<file path="config.mk">
export PLATFORM = sky130hd
export DESIGN_NAME = bcd_to_binary
export DESIGN_NICKNAME = d
export VERILOG_FILES = /design/src/rtl/calc_pkg.sv /design/src/rtl/bcd_digit_adjust.sv /design/src/rtl/bcd_to_binary.sv
export SDC_FILE = /design/constraint.sdc
export NUM_CORES = 1
export LEC_CHECK = 0
export CAP_MARGIN = 20
export CORE_MARGIN = 2
export CORE_UTILIZATION = 59
export DETAILED_ROUTE_END_ITERATION = 16
export GPL_TIMING_DRIVEN = 0
export PLACE_DENSITY = 0.92
export RECOVER_POWER = 100
export REMOVE_ABC_BUFFERS = 1
export SETUP_SLACK_MARGIN = 0.05
export SYNTH_ARGS = -nofsm -noshare
export SYNTH_HDL_FRONTEND = slang
export SYNTH_HIERARCHICAL = 1
export SYNTH_SLANG_ARGS = --single-unit
export TNS_END_PERCENT = 50
</file>
<file path="constraint.sdc">
create_clock -name CLK -period 3.4 [get_ports CLK]
set_clock_uncertainty 0.05 [all_clocks]
set_input_delay 0.68 -clock CLK [delete_from_list [all_inputs] [get_ports CLK]]
set_output_delay 0.68 -clock CLK [all_outputs]
set_load 0.1 [all_outputs]
</file>
<file path="src/rtl/calc_pkg.sv">
// Shared definitions for the calculator operand-entry path: FSM states and
// the constants of the reverse double-dabble conversion.
package calc_pkg;

    typedef enum logic [1:0] {
        IDLE    = 2'd0,
        CONVERT = 2'd1,
        FINISH  = 2'd2
    } state_t;

    localparam int BCD_W         = 4;
    localparam int DIGIT_MAX     = 9;
    localparam int ITER          = 10;
    localparam int DABBLE_THRESH = 8;
    localparam int DABBLE_ADJ    = 3;

endpackage

</file>
<file path="src/rtl/bcd_digit_adjust.sv">
// One reverse double-dabble correction cell: a BCD nibble that reached 8 or
// more after the right shift has 3 taken off to keep it a valid decimal digit.
module bcd_digit_adjust
    import calc_pkg::*;
(
    input  logic [BCD_W-1:0] i_digit,
    output logic [BCD_W-1:0] o_digit
);

    always_comb begin
        o_digit = i_digit;
        if (i_digit >= BCD_W'(DABBLE_THRESH)) begin
            o_digit = i_digit - BCD_W'(DABBLE_ADJ);
        end
    end

endmodule

</file>
<file path="src/rtl/bcd_to_binary.sv">
// Sequential reverse double-dabble: turns a 3-digit BCD entry into a saturated
// binary operand, one bit per cycle, with a start/done handshake.
module bcd_to_binary
    import calc_pkg::*;
#(
    parameter int NUM_DIGITS = 3,
    parameter int OUT_W      = 8
) (
    input  logic             CLK,
    input  logic             RST_N,
    input  logic             start,
    input  logic [3:0]       hundreds,
    input  logic [3:0]       tens,
    input  logic [3:0]       ones,
    output logic             busy,
    output logic             done,
    output logic [OUT_W-1:0] bin_out,
    output logic             overflow,
    output logic             digit_err
);

    localparam int BW = NUM_DIGITS * BCD_W;
    localparam logic [ITER-1:0] MAX_OUT = ITER'((1 << OUT_W) - 1);

    if (NUM_DIGITS != 3) begin : g_bad_digits
        $error("bcd_to_binary supports only NUM_DIGITS == 3");
    end

    state_t           r_state;
    logic [BW-1:0]    r_b;
    logic [ITER-1:0]  r_r;
    logic [3:0]       r_cnt;
    logic             r_err;
    logic             r_busy;
    logic             r_done;
    logic [OUT_W-1:0] r_bin;
    logic             r_ovf;
    logic             r_derr;

    logic [BW-1:0]    w_b_shift;
    logic [BW-1:0]    w_b_adj;
    logic [ITER-1:0]  w_r_next;
    logic             w_digit_bad;
    logic             w_sat;

    assign w_b_shift   = r_b >> 1;
    assign w_r_next    = {r_b[0], r_r[ITER-1:1]};
    assign w_sat       = (w_r_next > MAX_OUT);
    assign w_digit_bad = (hundreds > BCD_W'(DIGIT_MAX)) ||
                         (tens     > BCD_W'(DIGIT_MAX)) ||
                         (ones     > BCD_W'(DIGIT_MAX));

    for (genvar g = 0; g < NUM_DIGITS; g++) begin : g_adj
        bcd_digit_adjust u_adj (
            .i_digit (w_b_shift[g*BCD_W +: BCD_W]),
            .o_digit (w_b_adj[g*BCD_W +: BCD_W])
        );
    end

    // An illegal entry still spends one CONVERT cycle so that its done lands
    // one cycle after start is sampled; the datapath is left untouched there.
    always_ff @(posedge CLK or negedge RST_N) begin
        if (!RST_N) begin
            r_state <= IDLE;
            r_b     <= '0;
            r_r     <= '0;
            r_cnt   <= '0;
            r_err   <= 1'b0;
            r_busy  <= 1'b0;
            r_done  <= 1'b0;
            r_bin   <= '0;
            r_ovf   <= 1'b0;
            r_derr  <= 1'b0;
        end else begin
            case (r_state)
                IDLE: begin
                    r_done <= 1'b0;
                    if (start) begin
                        r_b     <= {hundreds, tens, ones};
                        r_r     <= '0;
                        r_cnt   <= '0;
                        r_err   <= w_digit_bad;
                        r_busy  <= 1'b1;
                        r_state <= CONVERT;
                    end
                end
                CONVERT: begin
                    if (r_err) begin
                        r_done  <= 1'b1;
                        r_bin   <= '0;
                        r_ovf   <= 1'b0;
                        r_derr  <= 1'b1;
                        r_state <= FINISH;
                    end else begin
                        r_b   <= w_b_adj;
                        r_r   <= w_r_next;
                        r_cnt <= r_cnt + 4'd1;
                        if (r_cnt == 4'(ITER - 1)) begin
                            r_done  <= 1'b1;
                            r_bin   <= w_sat ? '1 : w_r_next[OUT_W-1:0];
                            r_ovf   <= w_sat;
                            r_derr  <= 1'b0;
                            r_state <= FINISH;
                        end
                    end
                end
                FINISH: begin
                    r_done  <= 1'b0;
                    r_busy  <= 1'b0;
                    r_state <= IDLE;
                end
                default: begin
                    r_busy  <= 1'b0;
                    r_done  <= 1'b0;
                    r_state <= IDLE;
                end
            endcase
        end
    end

    assign busy      = r_busy;
    assign done      = r_done;
    assign bin_out   = r_bin;
    assign overflow  = r_ovf;
    assign digit_err = r_derr;

endmodule

</file>
* Word level (Yosys, flattened, before mapping)
Index checks and enable logic that the tools add are counted.
Widths: inputs -> output; s select.
** Cells by class
- Add/subtract/negate cells :: 4
- $mul :: 0
- Div/mod/pow operators :: 0
- Order comparisons :: 7
- Eq/ne operators :: 5
- Shift operators :: 0
- Multiplexer cells :: 28
- Bitwise gates (word level) :: 1
- Reduce and logical (&&, ||, !) cells :: 10
** Operators with widths (number)
- $mux 12 :: 2
- $mux 8 :: 3
- $pmux 12 s2 :: 1
- $mux 10 :: 2
- $mux 4 :: 5
- $pmux 10 s2 :: 1
- $gt 4x4->1 const B :: 3
- $gt 10x8->1 const B :: 1
- $ge 4x4->1 const B :: 2
- $mux 1 :: 8
- $pmux 4 s2 :: 1
- $reduce_and 2->1 :: 4
- $sub 4x2->4 const B :: 2
- $mux 2 :: 3
- $add 4x1->4 const B :: 1
- $eq 4x4->1 const B :: 1
- $ge 3x4->1 const B :: 1
- $ne 2x2->1 const B :: 2
- $pmux 2 s2 :: 1
- $reduce_bool 2->1 :: 2
- $sub 3x2->4 const B :: 1
- $ne 3x3->1 const B :: 1
- $reduce_and 3->1 :: 1
- $eq 2x1->1 const B :: 1
- 4 further kinds :: 5
** Storage, ports and cells
- Flip-flop bits (word level) :: 41
- Latch bits :: 0
- Memory bits (writable) :: 0
- Bits in read-only memories :: 0
- Input port bits :: 15
- Output and inout port bits :: 12
- Logic and storage cells :: 65
- Memories :: 0

* Depth between registers and ports, before layout
Gate-level depths: netlist (run 1).
- Depth after elaboration :: 4
- Gate-level depth with buffers :: 7
- Gate-level depth less buffers :: 6

* Cells and area by module
The synthesis (run 1) kept the hierarchy.
** By module, submodules not included
- bcd_to_binary :: instances 1, cells each 183, area each 1826.8 sq um, sequential area each 1001.0 sq um
- bcd_digit_adjust :: instances 3, cells each 11, area each 76.3 sq um, sequential area each 0.0 sq um

* Worst setup path after synthesis (run 1)
Ideal clock, no wire load.
- Path type :: register to output
- Start :: register r_ovf (netlist: overflow)
- End :: output port overflow
- Arrival :: 0.913 ns
- Data required time :: 2.670 ns
- Setup slack :: 1.757 ns
- Cell stages (with the launch flop) :: 1
- Path buffers :: 0
- Cell sequence :: dfrtp_1
** RTL lines
- start: declaration :: line bcd_to_binary.sv:37 : logic r_ovf;
- start signal: assignment :: line bcd_to_binary.sv:101 : r_ovf <= w_sat;
- end: declaration :: line bcd_to_binary.sv:18 : output logic overflow,
No word-level cell between the ends.

* Worst setup path in the final report (run 1)
- Start :: register r_err
- End :: register r_bin[2] (netlist: bin_out[2])
** On the way
- Longest elaborated chain between the ends :: 2
- Elaborated cells on any way between the ends :: 3
- Those cells by class :: 1 x mux; 2 x reduce/logical
** RTL lines
- start: declaration :: line bcd_to_binary.sv:33 : logic r_err;
- start signal: assignment :: line bcd_to_binary.sv:82 : r_err <= w_digit_bad;
- $reduce_bool 2->1 (no source line)
- $reduce_and 2->1 (no source line)
- end signal: assignment :: line bcd_to_binary.sv:100 : r_bin <= w_sat ? '1 : w_r_next[OUT_W-1:0];
- end: declaration :: line bcd_to_binary.sv:36 : logic [OUT_W-1:0] r_bin;
Parallel ways exist; a longest one is shown, timed or not.
A chain may end at the register's enable or synchronous reset.

==> impl_metrics.tcl, run 1 <==
set metrics [dict create \
    tns_ns 0 \
    status "finished, violations left" \
    ys_seq_area_share_pct 48.69 \
    place_area_sq_um 2313 \
    cts_resized 0 \
    syn-mean-instance-area_sq_um 9.517 \
    grt_pass1_vias 1595 \
    start_kind "register" \
    violations "capacitance limit, slew limit" \
    die-area_sq_um 3972 \
    worstPathArrival_ns 2.92 \
    post-route-min-period_ns 2.707 \
    cts_buffers 5 \
    rsz0062_at_grt "false" \
    required_ns 3.61 \
    totalWireLength_um 4231 \
    syn_inst 216 \
    async_reset_ff_share_pct 100.0 \
    vias 1707 \
    cts.sink_count 40 \
    p_leak_uw 0.001109 \
    grt_pass1_wl_um 7410 \
    cts.clk_slew.worst_paths_ns 0.12 \
    layout-drive-gt1-share_pct 5.372 \
    slew_viol_final 41 \
    hold_violations 0 \
    yosysTopAreaCell "dfrtp_1" \
    ys_seq_elements 40 \
    detail_route.vias_per_cell 5.927 \
    synth_edf_count 0 \
    synthFlopType "dfrtp_1" \
    postCtsSetupBuffers 0 \
    gr-total-overflow 0 \
    antenna_found_initial 0 \
    io_buffers 26 \
    met1_usage_pct 31.66 \
    hold_buffers 0 \
    core_sq_um 3337 \
    grt_util_all_layers_pct 23.64 \
    setup_viol 0 \
    slew_headroom_pct -40.69 \
    cp_max_fo 24 \
    wl_per_cell_um 14.69 \
    hp-class "reg2reg" \
    syn_area_sq_um 2056 \
    clk_latency_ns 0.36 \
    antennaDiodeCount 0 \
    end_kind "register" \
    use_met3_pct 4.865 \
    num_rows 21 \
    netlist.area_leader.share_pct 48.69 \
    powerDensity_nw_per_um2 819.5 \
    yosysWarnings 6 \
    dp_hpwl_um 2732 \
    globalRouteMet2Util_pct 38.56 \
    cts_root_buf "clkbuf_4" \
    syn2layout_area_growth_pct 15.95 \
    synth_cell_types 38 \
    synth_area_leaders "dfrtp_1 49%, nand2_1 8.4%, ha_1 4.9%, a22o_1 4.3%, a31oi_1 3.7%" \
    worstMarginPinSlew_ns 2.110 \
    io_pins 27 \
    die_x_um 63.03 \
    num-nets-final 264 \
    grt_max_degree 41 \
    cts_tree "yes" \
    drc 0 \
    period_share_pct 79.62 \
    peakVddDrop_mv 0.7031 \
    instances_no_fill 288 \
    die_h_um 63.03 \
    placed_cells 280 \
    drtIter0Drc 102 \
    ant_nets 0 \
    top_usage_layer "met2" \
    fin_area_sq_um 2384 \
    initial_core_util_pct 61.60 \
    clockBufferDepth 2 \
    gp_congestion 0.8025 \
    firstDrtPassIters 4 \
    fmax_ghz 0.3694 \
    h-tree-depth 2 \
    path_class "reg2reg" \
    max_cap_violations 1 \
]
-- cells in the mapped netlist (2+ instances only) --
| cell | instances |
|---|---|
| nand2b_1 | 4 |
| o221ai_1 | 8 |
| ha_1 | 8 |
| xor2_1 | 3 |
| mux2i_1 | 2 |
| a31oi_1 | 12 |
| nor2b_1 | 4 |
| inv_1 | 8 |
| buf_4 | 3 |
| nand2_1 | 46 |
| nor3_1 | 13 |
| clkbuf_1 | 2 |
| a21oi_1 | 5 |
| a22o_1 | 10 |
| dfrtp_1 | 40 |
| nor2_1 | 12 |
| buf_2 | 5 |
| o21ai_0 | 8 |
| xnor2_1 | 4 |
-- where the power goes --
part	total [uW]	internal, uW	switching [uW]
logic	870	297	574
registers	759	603	156
clock network	324	157	167
total	1950	1060	896
-- layout by cell type, fill, tap and decap left out, types with 5 or more instances in the layout --
| master | instances |
|---|---|
| a22o_1 | 10 |
| dfrtp_1 | 40 |
| dlygate4sd3_1 | 13 |
| a21oi_1 | 5 |
| clkbuf_4 | 5 |
| conb_1 | 5 |
| nand2_1 | 47 |
| nor2_1 | 13 |
| inv_1 | 8 |
| ha_1 | 8 |
| a31oi_1 | 12 |
| o21ai_0 | 8 |
| nor3_1 | 13 |
| o221ai_1 | 8 |
| clkdlybuf4s50_1 | 12 |
-- layout make-up --
class	instances	area (sq um)
sequential	40	1001
fill	259	953.4
multi-input combinational	159	952.2
timing repair buffer	26	254.0
tap	46	57.56
clock inverter	3	47.55
clock buffer	5	37.54
inverter	9	33.78
-- routing by layer --
metal | wire, um | share of wire, %
met1 | 1894 | 45
met2 | 2108 | 50
met3 | 177 | 4.2
met4 | 51 | 1.2
met5 | 0 | 0
-- logic make-up after synthesis --
| family | after synthesis | share of synthesized area (%) |
|---|---|---|
| buf+inv | 21 | 5.051 |
| simple gates | 91 | 21.61 |
| fa+ha+maj | 8 | 4.869 |
| xor+xnor | 7 | 2.982 |
| mux | 2 | 0.9739 |
| compound gates | 46 | 15.64 |
| other cells | 1 | 0.1824 |
| flops | 40 | 48.69 |
-- stage by stage --
| stage | hold WS [ns] | worst slack [ns] | util [%] | total power, uW |
|---|---|---|---|---|
| 3_3_place_gp | 0.4109 | 0.6281 | 69.48 | 1623 |
| 5_1_grt | 0.4604 | 0.4345 | 71.43 | 2110 |
| 2_1_floorplan | 0.3344 | 1.630 | - | 1416 |
| 6_report | 0.4542 | 0.6930 | 71.43 | 1953 |
| 3_5_place_dp | 0.4317 | 0.8381 | 69.33 | 1652 |
| 4_1_cts | 0.3980 | 0.7626 | 71.88 | 1978 |
-- state kept, by name (all words and copies together) (netlist names) --
register / flops
bin_out: 8
busy: 1
digit_err: 1
done: 1
overflow: 1
r_b: 12
r_cnt: 4
r_err: 1
r_r: 9
r_state: 2
-- worst paths after layout --
kind | start | to | slack [ns] | cells past startpoint
min in group asynchronous | RST_N | r_b[8]$_DFFE_PN0P_ | 0.87 | 1
hold reg to reg | r_cnt[3]$_DFFE_PN0P_ | r_cnt[3]$_DFFE_PN0P_ | 0.45 | 1
max in group asynchronous | RST_N | r_r[3]$_DFFE_PN0P_ | 1.23 | 1
hold / removal | r_cnt[3]$_DFFE_PN0P_ | r_cnt[3]$_DFFE_PN0P_ | 0.45 | 1
setup / recovery | r_err$_DFFE_PN0P_ | bin_out[2]$_DFFE_PN0P_ | 0.69 | 3
setup reg to reg | r_err$_DFFE_PN0P_ | bin_out[2]$_DFFE_PN0P_ | 0.69 | 3
-- worst max-delay path, cell delays in order, from the launching register on --
cell and delay [ns]:
dfrtp_1 0.52, nor3b_2 1.19, nand2_1 0.51, o221ai_1 0.34
(Power assumes the default switching activity.)
==> run 2: changes to the inputs <==
--- a/config.mk
+++ b/config.mk
@@ -7,10 +7,10 @@
 export LEC_CHECK = 0
 export CAP_MARGIN = 20
 export CORE_MARGIN = 2
-export CORE_UTILIZATION = 59
+export CORE_UTILIZATION = 54
 export DETAILED_ROUTE_END_ITERATION = 16
 export GPL_TIMING_DRIVEN = 0
-export PLACE_DENSITY = 0.92
+export PLACE_DENSITY = 0.85
 export RECOVER_POWER = 100
 export REMOVE_ABC_BUFFERS = 1
 export SETUP_SLACK_MARGIN = 0.05
==> constraint.sdc (replaced) <==
create_clock -name CLK -period 2.6 [get_ports CLK]
set_clock_uncertainty 0.05 [all_clocks]
set_input_delay 0.52 -clock CLK [delete_from_list [all_inputs] [get_ports CLK]]
set_output_delay 0.52 -clock CLK [all_outputs]
set_load 0.1 [all_outputs]
==> impl_metrics.tcl, run 2 (synthesis results as in run 1) <==
set metrics [dict create \
    status "finished clean" \
    hold_buffers 0 \
    h-tree-depth 2 \
    combPwrFrac_pct 45.5 \
    die_h_um 65.70 \
    p_leak_uw 0.001114 \
    regMostFlops "r_b" \
    wl_per_cell_um 13.65 \
    final_common_cell "nand2_1" \
    die-area_sq_um 4316 \
    period_share_pct 93.90 \
    core_sq_um 3661 \
    pre_cts_ws_ns 0.1147 \
    initial_core_util_pct 56.15 \
    largest_reg_flops 12 \
    cts_root_buf "clkbuf_8" \
    setup_slack_ns 0.1585 \
    slew_viol_final 0 \
    num-nets-final 265 \
    firstDrtPassIters 4 \
    antennaDiodeCount 0 \
    clk_latency_ns 0.29 \
    drc 0 \
    critPathBufInv 1 \
    io_pins 27 \
    place_area_sq_um 2316 \
    grt_max_degree 41 \
    power_frac_seq_pct 39.3 \
    grt_util_all_layers_pct 20.15 \
    vias 1609 \
    max_cap_violations 0 \
    cts_buffers 5 \
    grt_pass1_vias 1524 \
    drtIter0Drc 73 \
    fin_util_pct 65.35 \
    seq_area_sq_um 1001 \
    layout-drive-gt1-share_pct 5.372 \
    worstPathArrival_ns 1.87 \
    setup_viol 0 \
    p_sw_share_pct 45.03 \
    clockBufferDepth 2 \
    syn2layout_area_growth_pct 16.37 \
    clkPwrFrac_pct 15.2 \
    p_int_uw 1374 \
    fin_area_sq_um 2392 \
    end_kind "primary output" \
    fmax_ghz 0.4096 \
    antenna_found_initial 0 \
    slew_headroom_pct 32.55 \
    rsz0062_at_grt "false" \
    placed_cells 282 \
    multi_input_area_sq_um 957.2 \
    num_rows 22 \
    crit_chain "dlygate4sd3_1" \
    cp_max_fo 3 \
    post-route-min-period_ns 2.442 \
    die_x_um 65.70 \
    cts_resized 0 \
    n_fill_cell 298 \
    peakVddDrop_mv 0.5454 \
    grt_pass1_wl_um 6679 \
    gr-total-overflow 0 \
    io_buffers 26 \
    detail_route.vias_per_cell 5.548 \
    instances_no_fill 290 \
    hold_slack_ns 0.3328 \
    required_ns 2.03 \
    cts.clk_slew.worst_paths_ns 0.07 \
    dp_hpwl_um 2572 \
    cts.sink_count 40 \
    cp_slowest_stage_delay_ns 1.22 \
    cts_tree "yes" \
    gp_congestion 0.8000 \
    hold_violations 0 \
    p_sw_uw 1126 \
    final_cell_mix "47 x nand2_1, 40 x dfrtp_1, 13 x nor3_1, 13 x dlygate4sd3_1" \
    powerDensity_nw_per_um2 1045 \
    start_kind "register" \
    worstMarginPinSlew_ns 1.011 \
    hp-class "in2async" \
    crit_path_top_delay_cell "dlygate4sd3_1" \
    ant_nets 0 \
    path_class "reg2out" \
    crit_family "buffers and inverters" \
    totalWireLength_um 3958 \
    postCtsSetupBuffers 0 \
]
[run 2: cell count changes in the layout (fill, tap and decap cells not counted), sizes merged]
cell,delta
clkbuf,+1
buf,+1
bufinv,-1
clkinv,-1
[run 2: power by group through the flow]
stage / Clock [uW] / Sequential (uW) / Combinational [uW]
finish: 379 / 982 / 1140
global route: 412 / 1010 / 1270
CTS: 385 / 987 / 1150
detailed placement: 0 / 999 / 1140
global placement: 0 / 992 / 1120
floorplan: 0 / 1150 / 701
[run 2: layout make-up]
cell class	count	share of cell area [%]
well taps	48	2.510
repair buffers	27	10.98
inverters	9	1.412
multi-input cells	159	40.01
flip-flops and latches	40	41.84
clock inverters	1	0.2092
clock buffers	6	3.033
[run 2: path summary, 6_finish.rpt]
| path | start | endpoint | slack [ns] | cells after the start |
|---|---|---|---|---|
| min in group CLK | r_cnt[3]$_DFFE_PN0P_ | r_cnt[3]$_DFFE_PN0P_ | 0.42 | 1 |
| worst min-delay path | RST_N | r_b[9]$_DFFE_PN0P_ | 0.33 | 1 |
| worst max-delay path | bin_out[4]$_DFFE_PN0P_ | bin_out[4] | 0.16 | 1 |
| worst max register to register | r_err$_DFFE_PN0P_ | bin_out[7]$_DFFE_PN0P_ | 0.40 | 3 |
| max in group asynchronous | RST_N | r_b[2]$_DFFE_PN0P_ | 1.57 | 1 |
| worst min register to register | r_cnt[3]$_DFFE_PN0P_ | r_cnt[3]$_DFFE_PN0P_ | 0.42 | 1 |
[run 2: through the flow]
step                TNS, ns  total power (uW)
floorplan                 0              1851
global placement    -0.2964              2114
detailed placement        0              2142
CTS                       0              2525
global route              0              2691
finish                    0              2500
[run 2: routing by layer]
layer / track usage (%) / routed length [um] / vias up
met4: 8.854 / 76 / 0
met1: 25.85 / 1758 / 766
met5: 0 / 0 / -
met3: 5.137 / 186 / 11
met2: 32.20 / 1936 / 45
li1: - / - / 787
==> run 3: changes to the inputs <==
--- a/config.mk
+++ b/config.mk
@@ -7,10 +7,10 @@
 export LEC_CHECK = 0
 export CAP_MARGIN = 20
 export CORE_MARGIN = 2
-export CORE_UTILIZATION = 54
+export CORE_UTILIZATION = 35
 export DETAILED_ROUTE_END_ITERATION = 16
 export GPL_TIMING_DRIVEN = 0
-export PLACE_DENSITY = 0.85
+export PLACE_DENSITY = 0.62
 export RECOVER_POWER = 100
 export REMOVE_ABC_BUFFERS = 1
 export SETUP_SLACK_MARGIN = 0.05
==> impl_metrics.tcl, run 3 (synthesis results as in run 1) <==
set metrics [dict create \
    cts_tree "yes" \
    cts_resized 0 \
    io_buffers 26 \
    fmax_ghz 0.4063 \
    cts_root_buf "clkbuf_8" \
    post-route-min-period_ns 2.461 \
    drc 0 \
    path_class "reg2out" \
    drtIter0Drc 76 \
    rr_endpoint "bin_out[6]$_DFFE_PN0P_" \
    reg2reg_depth 4 \
    clockBufferDepth 2 \
    tns_ns 0 \
    die-area_sq_um 6503 \
    initial_core_util_pct 36.88 \
    setup_viol 0 \
    end_kind "primary output" \
    io_pins 27 \
    status "finished, violations left" \
    max_cap_violations 1 \
    hold_slack_ns 0.07243 \
    detail_route.vias_per_cell 5.032 \
    largest_reg_flops 12 \
    h-tree-depth 2 \
    grt_pass1_wl_um 7555 \
    num-nets-final 267 \
    dp_hpwl_um 2771 \
    crit_path_top_delay_cell "dlygate4sd3_1" \
    num_rows 27 \
    vias 1595 \
    antennaDiodeCount 0 \
    wl_per_cell_um 13.86 \
    final_cell_mix "47 x nand2_1, 40 x dfrtp_1, 13 x nor3_1, 13 x dlygate4sd3_1" \
    powerDensity_nw_per_um2 1072 \
    hp-class "in2async" \
    violations "capacitance limit, slew limit" \
    regMostFlops "r_b" \
    firstDrtPassIters 5 \
    critPathBufInv 1 \
    ant_nets 0 \
    crit_chain "dlygate4sd3_1" \
    postCtsSetupBuffers 0 \
    gp_congestion 0.7205 \
    cp_slowest_stage_delay_ns 1.21 \
    required_ns 2.03 \
    grt_pass1_vias 1593 \
    grt_max_degree 34 \
    cp_max_fo 3 \
    cts_buffers 5 \
    antenna_found_initial 0 \
    crit_end "bin_out[1]" \
    hold_buffers 0 \
    cts.sink_count 40 \
    slew_viol_final 34 \
    instances_no_fill 317 \
    cts.clk_slew.worst_paths_ns 0.09 \
    startpoint "bin_out[1]$_DFFE_PN0P_" \
    ff2ff_setup_slack_ns 0.32 \
    fin_util_pct 44.35 \
    die_x_um 80.64 \
    totalWireLength_um 4395 \
    crit_cells 1 \
    rsz0062_at_grt "false" \
    final_common_cell "nand2_1" \
    grt_util_all_layers_pct 15.12 \
    peakVddDrop_mv 0.5532 \
    slew_headroom_pct -2.750 \
    p_leak_uw 0.001144 \
    layout-drive-gt1-share_pct 5.714 \
    die_h_um 80.64 \
    placed_cells 307 \
    hold_violations 0 \
    gr-total-overflow 0 \
    syn2layout_area_growth_pct 20.27 \
    clk_latency_ns 0.29 \
    core_sq_um 5574 \
    worstPathArrival_ns 1.89 \
    r2r_start "r_err$_DFFE_PN0P_" \
    crit_family "buffers and inverters" \
    period_share_pct 94.65 \
    worstMarginPinSlew_ns 1.541 \
    start_kind "register" \
]
==> run 3: changes by cell type in the layout (fill, tap and decap cells not counted), sizes merged <==
cell          before  now
bufinv             0    1
clkbuf             7    6
clkinv             2    3
dlymetal6s4s       0    1
buf                1    2
==> run 3: where the power goes <==
group	switching, uW	leakage, uW	internal (uW)
Clock	228	0.0000583	289
Combinational	750	0.000577	403
Sequential	191	0.000508	790
==> run 3: worst min path at each step <==
stage / from / end / slack (ns) / cells after the start
after floorplan: RST_N / bin_out[0]$_DFFE_PN0P_ / 0.17 / 0
after global placement: r_cnt[3]$_DFFE_PN0P_ / r_cnt[3]$_DFFE_PN0P_ / 0.41 / 1
after detailed placement: RST_N / r_b[10]$_DFFE_PN0P_ / 0.34 / 1
after CTS: RST_N / bin_out[6]$_DFFE_PN0P_ / 0.005 / 1
after global routing: RST_N / bin_out[6]$_DFFE_PN0P_ / 0.10 / 1
final: RST_N / bin_out[6]$_DFFE_PN0P_ / 0.07 / 1
==> run 3: cell type report <==
class	count	area [sq um]
clock buffer	5	68.82
sequential	40	1001
fill	573	3102
timing repair buffer	29	285.3
tap	72	90.09
inverter	9	33.78
multi-input combinational	159	945.9
clock inverter	3	47.55
==> run 3: per-layer routing <==
layer  up-vias  routed length, um  global-route usage (%)  part of all wire (%)
li1        796                  -                       -                     -
met2        32               2125                   24.42                    48
met1       767               2134                   20.26                    49
met3         0                135                   3.708                   3.1
met5         -                  0                       0                     0
met4         0                  0                   4.068                     0
==> run 3: per-stage QoR <==
step	setup WS [ns]	cell area, sq um	total power [uW]
final	0.1390	2472	2652
after global routing	0.08781	2472	2872
after CTS	0.1840	2482	2701
after detailed placement	0.09341	2366	2164
after global placement	-0.1071	2351	2144
after floorplan	0.9526	2001	1851
